[config.mk]
export PLATFORM = sky130hd
export DESIGN_NAME = pipe_stage
export DESIGN_NICKNAME = d
export VERILOG_FILES = /design/src/rtl/pipe_stage.sv
export SDC_FILE = /design/constraint.sdc
export NUM_CORES = 1
export LEC_CHECK = 0
export ABC_AREA = 1
export BUFFER_PORTS_ARGS = -buffer_cell sky130_fd_sc_hd__buf_2
export CAP_MARGIN = 10
export CORE_UTILIZATION = 48
export CTS_CLUSTER_SIZE = 30
export DETAILED_ROUTE_END_ITERATION = 10
export GPL_ROUTABILITY_DRIVEN = 0
export PLACE_DENSITY = 0.83
export SLEW_MARGIN = 10
export SYNTH_ARGS = -nofsm -noshare
export SYNTH_HDL_FRONTEND = slang
export SYNTH_SLANG_ARGS = --single-unit
[constraint.sdc]
create_clock -name clk -period 1.7 [get_ports clk]
set_input_delay 0.34 -clock clk [delete_from_list [all_inputs] [get_ports clk]]
set_output_delay 0.34 -clock clk [all_outputs]
set_load 0.1 [all_outputs]
[src/rtl/pipe_stage.sv]
// pipe_stage: valid/ready pipeline register with an optional second skid entry.
// Define PIPE_STAGE_SKID_EN for the 2-entry skid buffer, which gives a registered
// in_ready. Without it the stage holds a single entry, and in_ready is
// !out_valid | out_ready.
// The ctrl payload is kept at zero in any slot that holds no entry, so
// out_ctrl reads 0 whenever out_valid is low.
module pipe_stage #(
  parameter int DATA_W = 32,
  parameter int CTRL_W = 8,
  parameter int ADDR_W = 5
) (
  input  logic              clk,
  input  logic              rst,
  input  logic              flush,
  input  logic              in_valid,
  output logic              in_ready,
  input  logic [DATA_W-1:0] in_data,
  input  logic [CTRL_W-1:0] in_ctrl,
  input  logic [ADDR_W-1:0] in_addr,
  output logic              out_valid,
  input  logic              out_ready,
  output logic [DATA_W-1:0] out_data,
  output logic [CTRL_W-1:0] out_ctrl,
  output logic [ADDR_W-1:0] out_addr,
  output logic [1:0]        occupancy
);

  typedef enum logic [1:0] {
    EMPTY = 2'd0,
    ONE   = 2'd1,
    FULL  = 2'd2
  } state_e;

  state_e             state_q, state_d;
  logic               out_valid_q, out_valid_d;
  logic [1:0]         occupancy_q, occupancy_d;
  logic [DATA_W-1:0]  main_data_q, main_data_d;
  logic [CTRL_W-1:0]  main_ctrl_q, main_ctrl_d;
  logic [ADDR_W-1:0]  main_addr_q, main_addr_d;

  // Flush discards any entry offered in the same cycle.
  logic accept;
  logic pop;

  assign pop    = out_valid_q & out_ready;
  assign accept = in_valid & in_ready & ~flush;

  function automatic logic [1:0] occ_of(state_e s);
    case (s)
      ONE:     occ_of = 2'd1;
      FULL:    occ_of = 2'd2;
      default: occ_of = 2'd0;
    endcase
  endfunction

`ifdef PIPE_STAGE_SKID_EN

  logic               in_ready_q, in_ready_d;
  logic [DATA_W-1:0]  skid_data_q, skid_data_d;
  logic [CTRL_W-1:0]  skid_ctrl_q, skid_ctrl_d;
  logic [ADDR_W-1:0]  skid_addr_q, skid_addr_d;

  // in_ready comes straight from a flop, so out_ready never reaches it combinationally.
  assign in_ready = in_ready_q;

  // Next-state and payload movement for the EMPTY/ONE/FULL skid buffer.
  always_comb begin
    state_d     = state_q;
    main_data_d = main_data_q;
    main_ctrl_d = main_ctrl_q;
    main_addr_d = main_addr_q;
    skid_data_d = skid_data_q;
    skid_ctrl_d = skid_ctrl_q;
    skid_addr_d = skid_addr_q;
    case (state_q)
      EMPTY: begin
        if (accept) begin
          state_d     = ONE;
          main_data_d = in_data;
          main_ctrl_d = in_ctrl;
          main_addr_d = in_addr;
        end
      end
      ONE: begin
        if (accept && pop) begin
          main_data_d = in_data;
          main_ctrl_d = in_ctrl;
          main_addr_d = in_addr;
        end else if (accept) begin
          state_d     = FULL;
          skid_data_d = in_data;
          skid_ctrl_d = in_ctrl;
          skid_addr_d = in_addr;
        end else if (pop) begin
          state_d     = EMPTY;
          main_ctrl_d = '0;
        end
      end
      FULL: begin
        // in_ready is low here, so only a drain can happen.
        if (pop) begin
          state_d     = ONE;
          main_data_d = skid_data_q;
          main_ctrl_d = skid_ctrl_q;
          main_addr_d = skid_addr_q;
          skid_ctrl_d = '0;
        end
      end
      default: state_d = EMPTY;
    endcase
    if (flush) begin
      state_d     = EMPTY;
      main_ctrl_d = '0;
      skid_ctrl_d = '0;
    end
    out_valid_d = (state_d != EMPTY);
    occupancy_d = occ_of(state_d);
    in_ready_d  = (state_d != FULL);
  end

  // State, payload and registered status outputs; reset wins over everything.
  always_ff @(posedge clk) begin
    if (rst) begin
      state_q     <= EMPTY;
      out_valid_q <= 1'b0;
      occupancy_q <= 2'd0;
      in_ready_q  <= 1'b1;
      main_data_q <= '0;
      main_ctrl_q <= '0;
      main_addr_q <= '0;
      skid_data_q <= '0;
      skid_ctrl_q <= '0;
      skid_addr_q <= '0;
    end else begin
      state_q     <= state_d;
      out_valid_q <= out_valid_d;
      occupancy_q <= occupancy_d;
      in_ready_q  <= in_ready_d;
      main_data_q <= main_data_d;
      main_ctrl_q <= main_ctrl_d;
      main_addr_q <= main_addr_d;
      skid_data_q <= skid_data_d;
      skid_ctrl_q <= skid_ctrl_d;
      skid_addr_q <= skid_addr_d;
    end
  end

`else

  // Single register: a held entry may be replaced in the same cycle it drains.
  assign in_ready = ~out_valid_q | out_ready;

  // Next-state and payload movement for the single-entry EMPTY/ONE stage.
  always_comb begin
    state_d     = state_q;
    main_data_d = main_data_q;
    main_ctrl_d = main_ctrl_q;
    main_addr_d = main_addr_q;
    case (state_q)
      EMPTY, ONE: begin
        if (accept) begin
          state_d     = ONE;
          main_data_d = in_data;
          main_ctrl_d = in_ctrl;
          main_addr_d = in_addr;
        end else if (pop) begin
          state_d     = EMPTY;
          main_ctrl_d = '0;
        end
      end
      default: state_d = EMPTY;
    endcase
    if (flush) begin
      state_d     = EMPTY;
      main_ctrl_d = '0;
    end
    out_valid_d = (state_d != EMPTY);
    occupancy_d = occ_of(state_d);
  end

  // State, payload and registered status outputs; reset wins over everything.
  always_ff @(posedge clk) begin
    if (rst) begin
      state_q     <= EMPTY;
      out_valid_q <= 1'b0;
      occupancy_q <= 2'd0;
      main_data_q <= '0;
      main_ctrl_q <= '0;
      main_addr_q <= '0;
    end else begin
      state_q     <= state_d;
      out_valid_q <= out_valid_d;
      occupancy_q <= occupancy_d;
      main_data_q <= main_data_d;
      main_ctrl_q <= main_ctrl_d;
      main_addr_q <= main_addr_d;
    end
  end

`endif

  assign out_valid = out_valid_q;
  assign occupancy = occupancy_q;
  assign out_data  = main_data_q;
  assign out_ctrl  = main_ctrl_q;
  assign out_addr  = main_addr_q;

endmodule

==> After elaboration in Yosys (flattened, before gate mapping) <==
Cells that the tools add are included.
{ "op_classes": {"bitwise_logic": 6, "muxes": 7, "n_shift": 0, "reduce_logical": 7, "n_addsub": 0, "div": 0, "eq_ne": 3, "multipliers": 0, "n_lt_le_gt_ge": 0} }
{ "ops": {"columns": ["operator", "n"], "rows": [
  ["$mux 8", 2],
  ["$mux 2", 4],
  ["$eq 2x1->1 const B", 2],
  ["$pmux 2 s2", 1],
  ["$reduce_and 2->1", 2],
  ["$reduce_bool 2->1", 2],
  ["$reduce_or 2->1", 2],
  ["$and 1x1->1", 3],
  ["$eq 2x2->1 const B", 1],
  ["$logic_not 2->1", 1],
  ["$not 1->1", 2],
  ["$or 1x1->1", 1]
]} }
{ "totals": {"word_cells": 29, "rom_bits": 0, "memories": 0, "latch_bits": 0, "inputBits": 50, "mem_bits_rw": 0, "ff_bits": 50} }

==> Depth between registers and ports, before layout <==
{ "depth": {"depth_word": 9, "mapped_depth": 6, "mapped_depth_nobuf": 5} }

==> Worst setup path after synthesis <==
No wires, ideal clock.
{ "synth_path": {"path_kind": "register to register", "start": "reg out_valid_q, in the netlist out_valid", "end": "reg main_data_q[10], in the netlist out_data[10]", "stages_incl_launch_ff": 5, "n_path_buf": 1, "slack_ns": -0.194, "period_less_slack_ns": 1.894, "t_arrival_ns": 1.762, "path_cell_list": "dfxtp_1 > nand2_4 > buf_2 > nand4_1 > a21oi_1"} }
{ "synth_between": {"elab_chain_len": 5} }
{ "synth_rtl": {"columns": ["element", "line_no", "text"], "rows": [
  ["from (decl)", "35", "logic out_valid_q, out_valid_d;"],
  ["from (signal assigned)", "192", "out_valid_q <= out_valid_d;"],
  ["$not 1->1", "151", "assign in_ready = ~out_valid_q | out_ready;"],
  ["$or 1x1->1", "151", null],
  ["named net in_ready", "16", "output logic in_ready,"],
  ["$and 1x1->1 (2 in a row)", "46", "assign accept = in_valid & in_ready & ~flush;"],
  ["$reduce_and 2->1 (no line)", null, null],
  ["to (signal assigned)", "194", "main_data_q <= main_data_d;"],
  ["to (decl)", "37", "logic [DATA_W-1:0] main_data_q, main_data_d;"]
]} }
The timed path passes the listed nets, and every way through them passes these cells.
A chain may end at the register's enable or synchronous reset.

==> Worst setup path in the final report <==
{ "layout_path": {"start": "reg out_valid_q, in the netlist out_valid", "end": "out out_valid"} }
{ "layout_lines": {"columns": ["element", "line_no", "text"], "rows": [
  ["to (decl)", "20", "output logic out_valid,"]
]} }
No word-level cell between the ends.

==> flow_metrics.env <==
export IMPL_status="finished, final reports clean"
export IMPL_io_pins=99
export IMPL_min_delay_path_class="primary input to register"
export IMPL_critPathArrivalTime_ns=1.12
export IMPL_r2r_slack_ns=0.37
export IMPL_power_density_nw_per_um2=942
export IMPL_synth_distinct_cells=20
export IMPL_yosysMostFrequentCell="dfxtp_1"
export IMPL_grt_pass1_vias=1600
export IMPL_hold_viol=0
export IMPL_die_w_um=66.3
export IMPL_grt_use_total_pct=22.4
export IMPL_dp_hpwl_um=3240
export IMPL_diodes=0
export IMPL_fin_nets=363
export IMPL_p_int_mw=1.64
export IMPL_grtUsageMet2_pct=36.6
export IMPL_critPathTopFamily="buffers and inverters"
export IMPL_required_ns=1.36
export IMPL_clkLatencyLatePin_ns=0.30
export IMPL_drive_above_1_share_pct=37.9
export IMPL_r2r_end="out_data[12]$_SDFFE_PP0P_"
export IMPL_synth_seq_cells=50
export IMPL_irDropWorstVdd_uv=509
export IMPL_clockPowerShare_pct=28.9
export IMPL_initial_core_util_pct=50.0
export IMPL_synthTopCellsByArea="dfxtp_1, nand4_1, a21oi_1, nand2_1, buf_4"
export IMPL_fin_crit_sh_pct=85.8
export IMPL_clkSlewWorstSetupHoldPaths_ns=0.08
export IMPL_final_max_slew_viol_count=0
export IMPL_place_ws_ns=0.346
export IMPL_core_um2=3970
export IMPL_combPwrFrac_pct=19.9
export IMPL_finClkSkew_ns=0.00462
export IMPL_whs_path_depth=3
export IMPL_drt_pass1_iter_count=4
export IMPL_grt_overflow_total=0
export IMPL_setup_viol=0
export IMPL_num_fill_cells=341
export IMPL_sw_frac_of_total_pct=31.3
export IMPL_clockRootBuffer="clkbuf_8"
export IMPL_fin_ws_ns=0.242
export IMPL_synth_ff_type="dfxtp_1"
export IMPL_portBuffers=98
export IMPL_grt_use_met3_pct=5.17
export IMPL_critPathMaxStageDelay_ns=0.44
export IMPL_crit_chain="buf_2"
export IMPL_syn_to_final_growth_pct=27.7
export IMPL_hold_buffers=0
export IMPL_ant_nets=0
export IMPL_synth_top_area_share_pct=50.4
export IMPL_grt_use_met1_pct=28.4
export IMPL_cts_setup_buffers=0
export IMPL_rsz0062_at_grt="no"
export IMPL_rr_startpoint="state_q[1]$_SDFF_PP0_"
export IMPL_cts_sinks=50
export IMPL_yosysWarnings=0
export IMPL_synth_area_um2=1980
export IMPL_switchingPower_mw=0.747
export IMPL_die_h_um=66.3
export IMPL_vias_per_cell=5.35
export IMPL_syn_inst=224
export IMPL_p_leak_nw=1.11
export IMPL_h_tree_depth=2
export IMPL_start_kind="register"
export IMPL_cp_end_kind="output pin"
export IMPL_die_area_um2=4400
export IMPL_critical_path_startpoint="out_valid$_SDFF_PP0_"
export IMPL_fp_row_count=23
export IMPL_cts_tree="built"
export IMPL_max_freq_mhz=686
export IMPL_path_max_fanout=4
export IMPL_crit_cells=1
export IMPL_fin_tns_setup_ns=0
export IMPL_utilization_pct=63.8
export IMPL_critPathSlowestCell="buf_2"
export IMPL_vias=1946
export IMPL_yosysSeqAreaShare_pct=50.4
export IMPL_synth_edf_count=0
export IMPL_ys_top_cells_by_count="dfxtp_1, a21oi_1, nand4_1"
export IMPL_async_flop_share_pct=0
export IMPL_drc_errors=0
export IMPL_drtIter0Drc=171
export IMPL_grt_max_degree=47
export IMPL_cts_buffers=5
export IMPL_top_usage_layer="met2"
export IMPL_max_clock_path_buffers=2
export IMPL_path_buf_inv=1
export IMPL_path_class="register to output pin"
export IMPL_grt_pass1_wl_um=7450
export IMPL_fin_crit_ns=1.46
export IMPL_synth_avg_cell_area_um2=8.86
export IMPL_cap_violations=0
export IMPL_crit_path_end="out_valid"
export IMPL_antenna_found_initial=0
export IMPL_r2r_cells=4
export IMPL_detail_route_wl_per_cell_um=13.5
export IMPL_wirelength_um=4920
export IMPL_yosysTopAreaCell="dfxtp_1"
export IMPL_cts_repair_resized=0
export IMPL_pwr_share_seq_pct=51.3
==> metal layers <==
| metal | part of all wire (%) | up-vias |
|---|---|---|
| li1 | - | 975 |
| met1 | 44 | 881 |
| met4 | 1.6 | 0 |
| met3 | 6.9 | 10 |
| met2 | 47 | 80 |
| met5 | 0 | - |
==> placed cells by master, fill, tap and decap left out <==
cell type / instances
buf_2: 97
dfxtp_1: 49
nand4_1: 45
a21oi_1: 45
nand2_1: 40
nand3_1: 8
clkbuf_8: 6
buf_4: 5
a211oi_1: 3
buf_12: 3
inv_2: 2
conb_1: 2
nand2_4: 1
inv_1: 1
nor2_4: 1
nand3_4: 1
nand3_2: 1
or2_1: 1
clkinv_2: 1
clkbuf_1: 1
dfxtp_2: 1
==> worst min path at each step <==
stage	start	endpoint	slack, ns
after CTS	in_ctrl[7]	out_ctrl[7]$_SDFFE_PP0P_	0.31
after detailed placement	out_data[24]$_SDFFE_PP0P_	out_data[24]$_SDFFE_PP0P_	0.45
final	in_ctrl[7]	out_ctrl[7]$_SDFFE_PP0P_	0.31
after global placement	out_data[22]$_SDFFE_PP0P_	out_data[22]$_SDFFE_PP0P_	0.44
after global routing	in_addr[3]	out_addr[3]$_SDFFE_PP0P_	0.32
after floorplan	state_q[1]$_SDFF_PP0_	out_valid$_SDFF_PP0_	0.45
==> power by group through the flow <==
stage | registers, mW | logic [mW] | clock network, mW
after floorplan | 1.49 | 0.126 | 0
after global routing | 1.23 | 0.501 | 0.756
after global placement | 1.25 | 0.471 | 0
after detailed placement | 1.25 | 0.474 | 0
after CTS | 1.22 | 0.476 | 0.714
final | 1.22 | 0.475 | 0.689
==> registers in the layout, summed over array words and instances, names as in the netlist <==
| name | count |
|---|---|
| out_data | 32 |
| out_valid | 1 |
| occupancy | 2 |
| out_ctrl | 8 |
| state_q | 2 |
| out_addr | 5 |
==> through the flow <==
step,instance area (um^2),hold WS (ns),cells,power [mW]
3_5_place_dp,2440,0.449,356,1.72
3_3_place_gp,2440,0.444,356,1.72
4_1_cts,2530,0.306,364,2.41
6_report,2530,0.314,364,2.39
2_1_floorplan,1990,0.455,225,1.62
5_1_grt,2530,0.315,364,2.48
==> tightest hold or removal path, cell delays in order <==
cell and delay (ns):
buf_2 0.09, nand4_1 0.07, a21oi_1 0.06
==> final cells by class <==
cell class,count,area [um^2],area share [%]
timing repair buffer,105,583,23.0
inverter,3,11.3,0.444
multi-input combinational,148,783,30.9
clock inverter,1,5.00,0.198
sequential,50,1000,39.6
clock buffer,7,86.3,3.41
tap,50,62.6,2.47
==> kinds of logic after synthesis <==
logic type | after synthesis | synth area share, %
compound gates | 48 | 12.5
buf+inv | 27 | 10.3
flops | 50 | 50.4
other cells | 1 | 0.189
simple gates | 98 | 26.6
(Power assumes the default switching activity.)
